## src/rtl/nt_node_misr_compactor.sv

```systemverilog
// Response compactor for an Nt-node subcircuit under test: folds up to N_OBS node
// samples per valid cycle into a Galois MISR over a fixed window, then checks it against golden.
module nt_node_misr_compactor #(
    parameter int             SIG_W  = 16,
    parameter int             N_OBS  = 1,
    parameter logic [SIG_W-1:0] POLY = SIG_W'(16'h1021),
    parameter logic [SIG_W-1:0] SEED = SIG_W'(16'hFFFF),
    parameter int             WINDOW = 8
) (
    input  logic                           I1470,
    input  logic                           I1477,
    input  logic                           start,
    input  logic                           abort,
    input  logic                           obs_valid,
    input  logic [N_OBS-1:0]               obs,
    input  logic [SIG_W-1:0]               golden,
    output logic                           busy,
    output logic                           done,
    output logic                           mismatch,
    output logic [SIG_W-1:0]               sig,
    output logic [$clog2(WINDOW+1)-1:0]    sample_cnt
);

    localparam int CNT_W = $clog2(WINDOW + 1);

    typedef enum logic [2:0] {
        IDLE,
        SEED_ST,
        RUN,
        CHECK,
        DONE
    } state_t;

    state_t           state;
    logic [SIG_W-1:0] obs_ext;
    logic [SIG_W-1:0] sig_next;
    logic [CNT_W-1:0] cnt_next;
    logic             last_sample;

    // Shift-left with conditional POLY feedback, then inject the zero-extended sample.
    always_comb begin
        obs_ext              = '0;
        obs_ext[N_OBS-1:0]   = obs;
        sig_next             = {sig[SIG_W-2:0], 1'b0} ^ (sig[SIG_W-1] ? POLY : '0) ^ obs_ext;
        cnt_next             = sample_cnt + CNT_W'(1);
        last_sample          = (cnt_next == CNT_W'(WINDOW));
    end

    always_ff @(posedge I1470) begin
        if (I1477) begin
            state      <= IDLE;
            busy       <= 1'b0;
            done       <= 1'b0;
            mismatch   <= 1'b0;
            sig        <= '0;
            sample_cnt <= '0;
        end else begin
            case (state)
                IDLE: begin
                    if (start && !abort) begin
                        state <= SEED_ST;
                        busy  <= 1'b1;
                    end
                end
                SEED_ST: begin
                    sig        <= SEED;
                    sample_cnt <= '0;
                    done       <= 1'b0;
                    mismatch   <= 1'b0;
                    if (abort) begin
                        state <= IDLE;
                        busy  <= 1'b0;
                    end else begin
                        state <= RUN;
                    end
                end
                RUN: begin
                    // Abort wins over a coincident sample so the partial signature is left untouched.
                    if (abort) begin
                        state <= IDLE;
                        busy  <= 1'b0;
                    end else if (obs_valid) begin
                        sig        <= sig_next;
                        sample_cnt <= cnt_next;
                        if (last_sample) begin
                            state <= CHECK;
                        end
                    end
                end
                CHECK: begin
                    mismatch <= (sig != golden);
                    done     <= 1'b1;
                    busy     <= 1'b0;
                    state    <= DONE;
                end
                DONE: begin
                    // Dropping done on restart keeps it a one-cycle pulse when start is held high.
                    if (start && !abort) begin
                        state <= SEED_ST;
                        busy  <= 1'b1;
                        done  <= 1'b0;
                    end
                end
                default: begin
                    state <= IDLE;
                    busy  <= 1'b0;
                end
            endcase
        end
    end

endmodule
```

## config.mk

```make
export PLATFORM = sky130hd
export DESIGN_NAME = nt_node_misr_compactor
export DESIGN_NICKNAME = d
export VERILOG_FILES = /design/src/rtl/nt_node_misr_compactor.sv
export SDC_FILE = /design/constraint.sdc
export NUM_CORES = 1
export LEC_CHECK = 0
export ABC_AREA = 1
export CORE_AREA = 2 2 71 73
export CTS_CLUSTER_DIAMETER = 50
export DETAILED_ROUTE_END_ITERATION = 12
export DIE_AREA = 0 0 73 75
export SLEW_MARGIN = 20
export SYNTH_ARGS = -nofsm -noshare
export SYNTH_HDL_FRONTEND = slang
export SYNTH_SLANG_ARGS = --single-unit
```

## constraint.sdc

```tcl
create_clock -name I1470 -period 1.8 [get_ports I1470]
set_input_delay 0.36 -clock I1470 [delete_from_list [all_inputs] [get_ports I1470]]
set_output_delay 0.36 -clock I1470 [all_outputs]
set_load 0.01 [all_outputs]
```

# After elaboration in Yosys (flattened, before gate mapping)
# Index checks and enable logic that the tools add are counted.
totals:
  word_cells: 53
  out_inout_bits: 23
  register_bits: 26
classes:
  n_bitwise: 2
  add_sub_neg: 1
  n_mux: 19
  reduce_logical: 12
  n_eq_ne: 13
op_table:
  columns: ["cell", "count"]
  rows:
  - ["2-to-1 mux 16 bit", 2]
  - ["case mux 16 bit (2 select lines)", 1]
  - ["inequality test 16 bit", 1]
  - ["XOR 16 x 1 -> 16 bit", 1]
  - ["XOR 16 x 13 -> 16 bit", 1]
  - ["2-to-1 mux 13 bit", 1]
  - ["2-to-1 mux 3 bit", 4]
  - ["case mux 3 bit (4 select lines)", 1]
  - ["2-to-1 mux 4 bit", 2]
  - ["case mux 4 bit (2 select lines)", 1]
  - ["equality test 3 x 2 -> 1 bit, second input constant", 2]
  - ["inequality test 2 bit, second input constant", 3]
  - ["inequality test 3 bit, second input constant", 2]
  - ["AND reduction 3 bit", 2]
  - ["adder 4 x 1 -> 4 bit, second input constant", 1]
  - ["equality test 4 bit, second input constant", 1]
  - ["inequality test 2 x 1 -> 1 bit, second input constant", 2]
  - ["case mux 1 bit (2 select lines)", 2]
  - ["AND reduction 2 bit", 2]
  - ["nonzero test 2 bit", 2]
  - ["OR reduction 2 bit", 2]
  - ["equality test 3 x 1 -> 1 bit, second input constant", 1]
  - ["equality test 3 bit, second input constant", 1]
  - ["logical NOT 3 bit", 1]
  - ["other kinds (6)", 8]

# Depth between registers and ports, before layout
# Gate-level depths: netlist of run 1.
depth:
  word_depth: 6
  depth_mapped: 10
  depth_no_buf: 9

# Least setup slack after synthesis of run 1
# Ideal clock, no wire load.
synth_path:
  path_type: "reg-to-reg"
  startpoint: "reg state[0]"
  endpoint: "reg sig[0]"
  t_arrival_ps: 1060
  path_buffers: 1
  stages_incl_launch_ff: 9
  setup_time_ps: 119
  setup_slack_ps: 620
  t_required_ps: 1681
  path_cell_list: "dfxtp_1 inv_2 nor2_1 nand2_2 nand2_1 nand2_1 clkbuf_2 o21ai_0 a21oi_1"
synth_via:
  elab_chain_len: 3
synth_rtl:
  columns: ["item", "line_no", "text"]
  rows:
  - ["start, declared", "34", "state_t state;"]
  - ["start signal, assigned", "51", "state <= IDLE;"]
  - ["start signal, assigned", "61", "state <= SEED_ST;"]
  - ["start signal, assigned", "71", "state <= IDLE;"]
  - ["equality test 3 x 2 -> 1 bit or equality test 3 x 1 -> 1 bit (tied branches)", "58", "case (state)"]
  - ["inequality test 2 bit (no source line) or nonzero test 2 bit (tied branches)", null, null]
  - ["AND reduction 3 bit (no source line)", null, null]
  - ["end signal, assigned", "83", "sig <= sig_next;"]
  - ["end, declared", "20", "output logic [SIG_W-1:0] sig,"]
# Parallel ways exist; a longest one is shown, timed or not.
# A chain may end at the register's enable or synchronous reset.

# Final worst setup path of run 1
layout_path:
  startpoint: "reg sig[15]"
  endpoint: "out sig[15]"
# No word-level cell between the ends.

==> metrics.md, run 1 <==
| Metric | Value |
|---|---|
| Gate power share | `0.251` |
| Vias in the first global route | `1190` |
| Share of cells above drive strength 1 | `0.06061` |
| Cts bufs inserted | `3` |
| Met1 WL | `1.614 mm` |
| #FFs+latches synth | `26` |
| GRT Total Usage | `0.1241` |
| Cell Int Power | `999.2 uW` |
| Worst r2r src | `state[0]` |
| Flop pwr share | `0.481` |
| CTS Buffer Depth | `2` |
| Via count | `1385` |
| Ant diodes | `0` |
| WS Path Type | `reg2out` |
| Synth Net Count | `241` |
| Register-to-Register Path Depth | `8` |
| Final hold violations | `0` |
| Reg clk slew, reported paths | `90 ps` |
| Leak pwr | `0.0008521 uW` |
| Resized Gates After CTS | `0` |
| Buffers & Inverters on Critical Path | `1` |
| CP max stage cell | `clkdlybuf4s50_1` |
| Worst-margin pin slew | `481.1 ps` |
| Worst Path Required | `1440 ps` |
| Crit path DAT | `1360 ps` |
| MaxCap Viol Count | `0` |
| Post-CTS Hold Buffers | `0` |
| Starting Density | `0.2942` |
| DR WL/cell | `10.26 um` |
| # rows | `25` |
| First-pass GRT wire length | `5.430 mm` |
| Clock Latency Late Sink | `270 ps` |
| Type of the worst min-delay path | `reg2reg` |
| Layout Area Growth over Synthesis | `40.60%` |
| IO Count | `45` |
| Fmax | `0.5823 GHz` |
| Yosys top cell by area | `dfxtp_1` |
| Antenna viol nets, final | `0` |
| Post-DP HPWL | `2.533 mm` |
| Setup TNS | `0 ps` |
| Total power per unit cell area | `725.7 mW/mm^2` |
| Fillers | `485` |
| PortBufs | `44` |
| Largest net degree at the start of global routing | `21` |
| Area contributors post-synth | `dfxtp_1 38%, nand2_1 18%, inv_1 10%` |
| RePlAce Congestion | `0.7933` |
| Hold_sp | `busy` |
| Crit path max-delay family | `buffers and inverters` |
| CTS tree | `done` |
| DRT Pass-1 Iters | `4` |
| Final cycle utilization of the critical path | `0.9540` |
| Setup Viol. Count Final | `0` |
| Worst Setup End Kind | `output pin` |
| Share of the synthesized area in the top cell type | `0.3796` |
| Area of the die | `0.005475 sq mm` |
| Total gr overflow | `0` |
| Top Layer Used | `met4` |
| Drt via density | `4.355` |
| CP max FO | `6` |
| Synth Instances | `218` |
| Worst path cell trace | `clkdlybuf4s50_1` |
| Synth cell types | `19` |
| Root Buffer | `clkbuf_8` |
| Synth warn | `0` |
| Slowest cell delay on critical path | `600 ps` |
| P_sw | `400.1 uW` |
| CORE AREA | `0.004661 sq mm` |
| RSZ-0062 raised after global routing | `no` |
| Worst setup SP type | `register` |
| R2r setup slk | `450 ps` |
| Clock period minus worst slack | `1717 ps` |
| Critical path startpoint | `sig[15]` |
| Total routed wirelength | `3.264 mm` |
| Drc violations | `0` |
| Hold Path Stages | `2` |
| Clk_skew | `5.317 ps` |
| Status | `finished, final reports clean` |
| Hold_ws | `471.6 ps` |
| Max-slew violations | `0` |
| Setup Buffers After CTS | `0` |
| Chip width | `73 um` |
| Slew headroom | `0.6789` |
| Die height | `75 um` |
| Syn avg cell area | `6.290 sq um` |
| Clock Power Share | `0.268` |
| Met2 WL | `1.462 mm` |
| Hold endpoint | `busy` |
| Met3 WL | `159 um` |
| Seq/Total Area, Yosys | `0.3796` |
| Fin nets | `288` |
| Initial antenna violation count | `0` |
| Synth Cell Area | `0.001371 sq mm` |
| R2R Path End | `sig[0]` |
| Drt initial violations | `16` |
| Clock Sink Count | `26` |
| H-Tree Depth | `1` |
| Sw Share | `0.2860` |
| VDD IR max | `282.5 uV` |
cells in the mapped netlist, drive strengths merged:
master and number:
clkbuf 4, ha 1, o21ai 23, nor2 22, dfxtp 26, nand2 66
nand3 3, a21oi 24, xor2 2, buf 1, nand4 1, xnor2 2
inv 43
routing by layer:
metal	global-route usage	vias up
met5	0	-
met4	0.02469	0
met3	0.02008	5
met2	0.2022	28
met1	0.1744	595
li1	-	757
logic make-up (layout without fill, tap and decap cells):
logic type                 after synthesis  count (layout)  share of synthesized area
and+or+nand+nor                         92              92                     0.2673
AOI/OAI and AO/OA                       47              47                     0.1798
DFF                                     26              26                     0.3796
xor gates and xnor gates                 4               4                    0.02555
buffers and inverters                   48              94                     0.1387
adders and majority gates                1               1                   0.009123
power by group through the flow:
| stage | Clock (uW) | Sequential [uW] | Combinational, uW |
|---|---|---|---|
| 6_report | 376 | 673 | 351 |
| 5_1_grt | 407 | 683 | 395 |
| 4_1_cts | 380 | 675 | 356 |
| 3_5_place_dp | 0 | 688 | 354 |
| 3_3_place_gp | 0 | 687 | 352 |
| 2_1_floorplan | 0 | 692 | 173 |
cells in the final DEF (no fill, tap or decap):
master / instances
nand2_1: 65
clkdlybuf4s50_1: 44
inv_1: 38
dfxtp_1: 26
a21oi_1: 24
o21ai_0: 22
nor2_1: 21
inv_2: 5
clkbuf_8: 4
buf_4: 3
xor2_1: 2
xnor2_1: 2
nand3_1: 2
nand3_2: 1
nor2_4: 1
nand2_2: 1
o21ai_4: 1
nand4_1: 1
ha_1: 1
worst max path at each step:
stage | end | depth (start not counted)
CTS | sig[15] | 1
global route | sig[15] | 1
floorplan | sig[0] | 8
finish | sig[15] | 1
global placement | sample_cnt[2] | 7
detailed placement | sample_cnt[2] | 7
sequential cells by signal (all words and copies together) (netlist names):
name / count
mismatch: 1
state: 3
done: 1
busy: 1
sample_cnt: 4
sig: 16
per-stage QoR:
| stage | setup WS, ps | instances | util | instance area, sq um | total power [uW] |
|---|---|---|---|---|---|
| final | 82.77 | 318 | 0.4137 | 1928 | 1399 |
| after global routing | 16.23 | 318 | 0.4137 | 1928 | 1485 |
| after CTS | 68.50 | 318 | 0.4137 | 1928 | 1410 |
| after floorplan | 620.4 | 218 | - | 1371 | 864.6 |
| after detailed placement | 134.3 | 314 | 0.4019 | 1873 | 1041 |
| after global placement | 173.1 | 314 | 0.4019 | 1873 | 1039 |
final cells by class:
cell class	instances	area [sq um]	share of cell area
Timing Repair Buffer	47	462.9	0.2401
Multi-Input combinational cell	144	660.6	0.3426
Tap cell	54	67.56	0.03504
Inverter	43	161.4	0.08371
Clock buffer	4	55.05	0.02855
Sequential cell	26	520.5	0.2700
(Power assumes the default switching activity.)
==> run 2, diff against run 1 <==
Settings changed: CORE_AREA 2 2 71 73 to 2 2 56 58, DIE_AREA 0 0 73 75 to 0 0 58 60, PLACE_DENSITY set to 0.83.
==> metrics.md, run 2 (same netlist as run 1, synthesis figures left out) <==
| Metric | Value |
|---|---|
| Status | `finished, final reports clean` |
| Final hold violations | `0` |
| Crit path DAT | `1320 ps` |
| Total gr overflow | `0` |
| Via count | `1428` |
| Area of the die | `0.003480 sq mm` |
| Largest Register | `sig` |
| Buffers & Inverters on Critical Path | `1` |
| Initial antenna violation count | `0` |
| Clock Power Share | `0.187` |
| Leak pwr | `0.0008292 uW` |
| P_sw | `376.7 uW` |
| MaxCap Viol Count | `0` |
| Fin nets | `286` |
| Top Registers | `sig (16), sample_cnt (4), state (3)` |
| Slowest cell delay on critical path | `570 ps` |
| Clock Sink Count | `26` |
| Setup TNS | `0 ps` |
| Post-DP HPWL | `2.384 mm` |
| Slew headroom | `0.6965` |
| DRT Pass-1 Iters | `4` |
| Die height | `60 um` |
| Layout Area Growth over Synthesis | `35.31%` |
| GRT Total Usage | `0.1982` |
| Reg clk slew, reported paths | `130 ps` |
| Flop pwr share | `0.535` |
| DR WL/cell | `10.40 um` |
| Most common cell after layout, fill and taps aside | `nand2_1` |
| Worst Setup End Kind | `output pin` |
| Max-slew violations | `0` |
| Final cycle utilization of the critical path | `0.9331` |
| Drt via density | `4.857` |
| Worst path cell trace | `clkdlybuf4s50_1` |
| Largest net degree at the start of global routing | `21` |
| Clock period minus worst slack | `1680 ps` |
| Vias in the first global route | `1362` |
| Final cell count without fillers | `294` |
| Cell Int Power | `882.3 uW` |
| Sw Share | `0.2992` |
| Utilization after layout | `0.6392` |
| Ant diodes | `0` |
| RePlAce Congestion | `0.8039` |
| First-pass GRT wire length | `5.402 mm` |
| CTS tree | `done` |
| Setup Viol. Count Final | `0` |
| Gate power share | `0.278` |
| Most frequent cells in the layout | `65 x nand2_1, 44 x clkdlybuf4s50_1, 38 x inv_1` |
| RSZ-0062 raised after global routing | `no` |
| Worst-margin pin slew | `454.7 ps` |
| # rows | `20` |
| Setup Buffers After CTS | `0` |
| Worst setup SP type | `register` |
| CP max stage cell | `clkdlybuf4s50_1` |
| Chip width | `58 um` |
| Drt initial violations | `52` |
| IO Count | `45` |
| Fmax | `0.5954 GHz` |
| VDD IR max | `472.2 uV` |
| Worst r2r src | `state[0]` |
| CTS Buffer Depth | `2` |
| Root Buffer | `clkbuf_4` |
| Antenna viol nets, final | `0` |
| Clk_skew | `2.779 ps` |
| Total routed wirelength | `3.057 mm` |
| Largest register FFs | `16` |
| CORE AREA | `0.002903 sq mm` |
| Hold_ws | `472.0 ps` |
| Share of cells above drive strength 1 | `0.05364` |
| Crit path max-delay family | `buffers and inverters` |
| H-Tree Depth | `1` |
| Drc violations | `0` |
| Worst Path Required | `1440 ps` |
| WS Path Type | `reg2out` |
| Dpl cells | `291` |
| PortBufs | `44` |
| Total power per unit cell area | `678.5 mW/mm^2` |
| CP max FO | `5` |
| Hold_sp | `mismatch` |
| Type of the worst min-delay path | `reg2reg` |
| Starting Density | `0.4724` |
| Clock Latency Late Sink | `310 ps` |
| Critical path startpoint | `sig[7]` |
| Post-CTS Hold Buffers | `0` |
| Cts bufs inserted | `3` |
run 2: repair_timing:
item / 4_1_cts / 5_1_grt
endpoints found under the hold margin: 0 / 0
endpoints found under the setup margin: 0 / 1
gates resized for setup: 0 / 1
run 2: path summary, 6_finish.rpt:
kind	cells after the start	end	slack [ps]
worst min register to register	2	mismatch	470
worst max-delay path	1	sig[7]	120
worst max register to register	8	sample_cnt[0]	340
worst min-delay path	2	mismatch	470
run 2: worst reg2reg max path: cells and delay by family, from the launching register on:
kind	cells	cell delay, ps
DFF	1	360
and+or+nand+nor	4	560
buffers and inverters	2	270
AOI/OAI and AO/OA	2	220
run 2: power groups by stage:
stage / clock, uW / combinational (uW) / sequential, uW
finish: 235 / 350 / 673
detailed placement: 0 / 351 / 686
CTS: 243 / 353 / 673
floorplan: 0 / 173 / 692
global route: 268 / 395 / 683
global placement: 0 / 345 / 684
run 2: final cells by class:
| type | count | area (sq um) |
|---|---|---|
| flip-flops and latches | 26 | 521.8 |
| inverters | 43 | 161.4 |
| repair buffers | 45 | 447.9 |
| fillers | 285 | 1047 |
| multi-input cells | 144 | 660.6 |
| clock buffers | 3 | 22.52 |
| well taps | 33 | 41.29 |
run 2: through the flow:
| stage | power [uW] | setup slack [ps] | cell area [sq um] |
|---|---|---|---|
| floorplan | 864.6 | 620.4 | 1371 |
| global placement | 1029 | 81.56 | 1832 |
| detailed placement | 1036 | 43.53 | 1832 |
| CTS | 1270 | 32.95 | 1854 |
| global route | 1346 | 52.57 | 1856 |
| finish | 1259 | 120.5 | 1856 |
run 2: routing by layer:
layer / up-vias / global-route usage / share of wire
met4: 0 / 0.05980 / 0.012
met2: 38 / 0.3896 / 0.49
met5: - / 0 / 0
li1: 756 / - / -
met3: 5 / 0.02165 / 0.055
met1: 629 / 0.2218 / 0.45
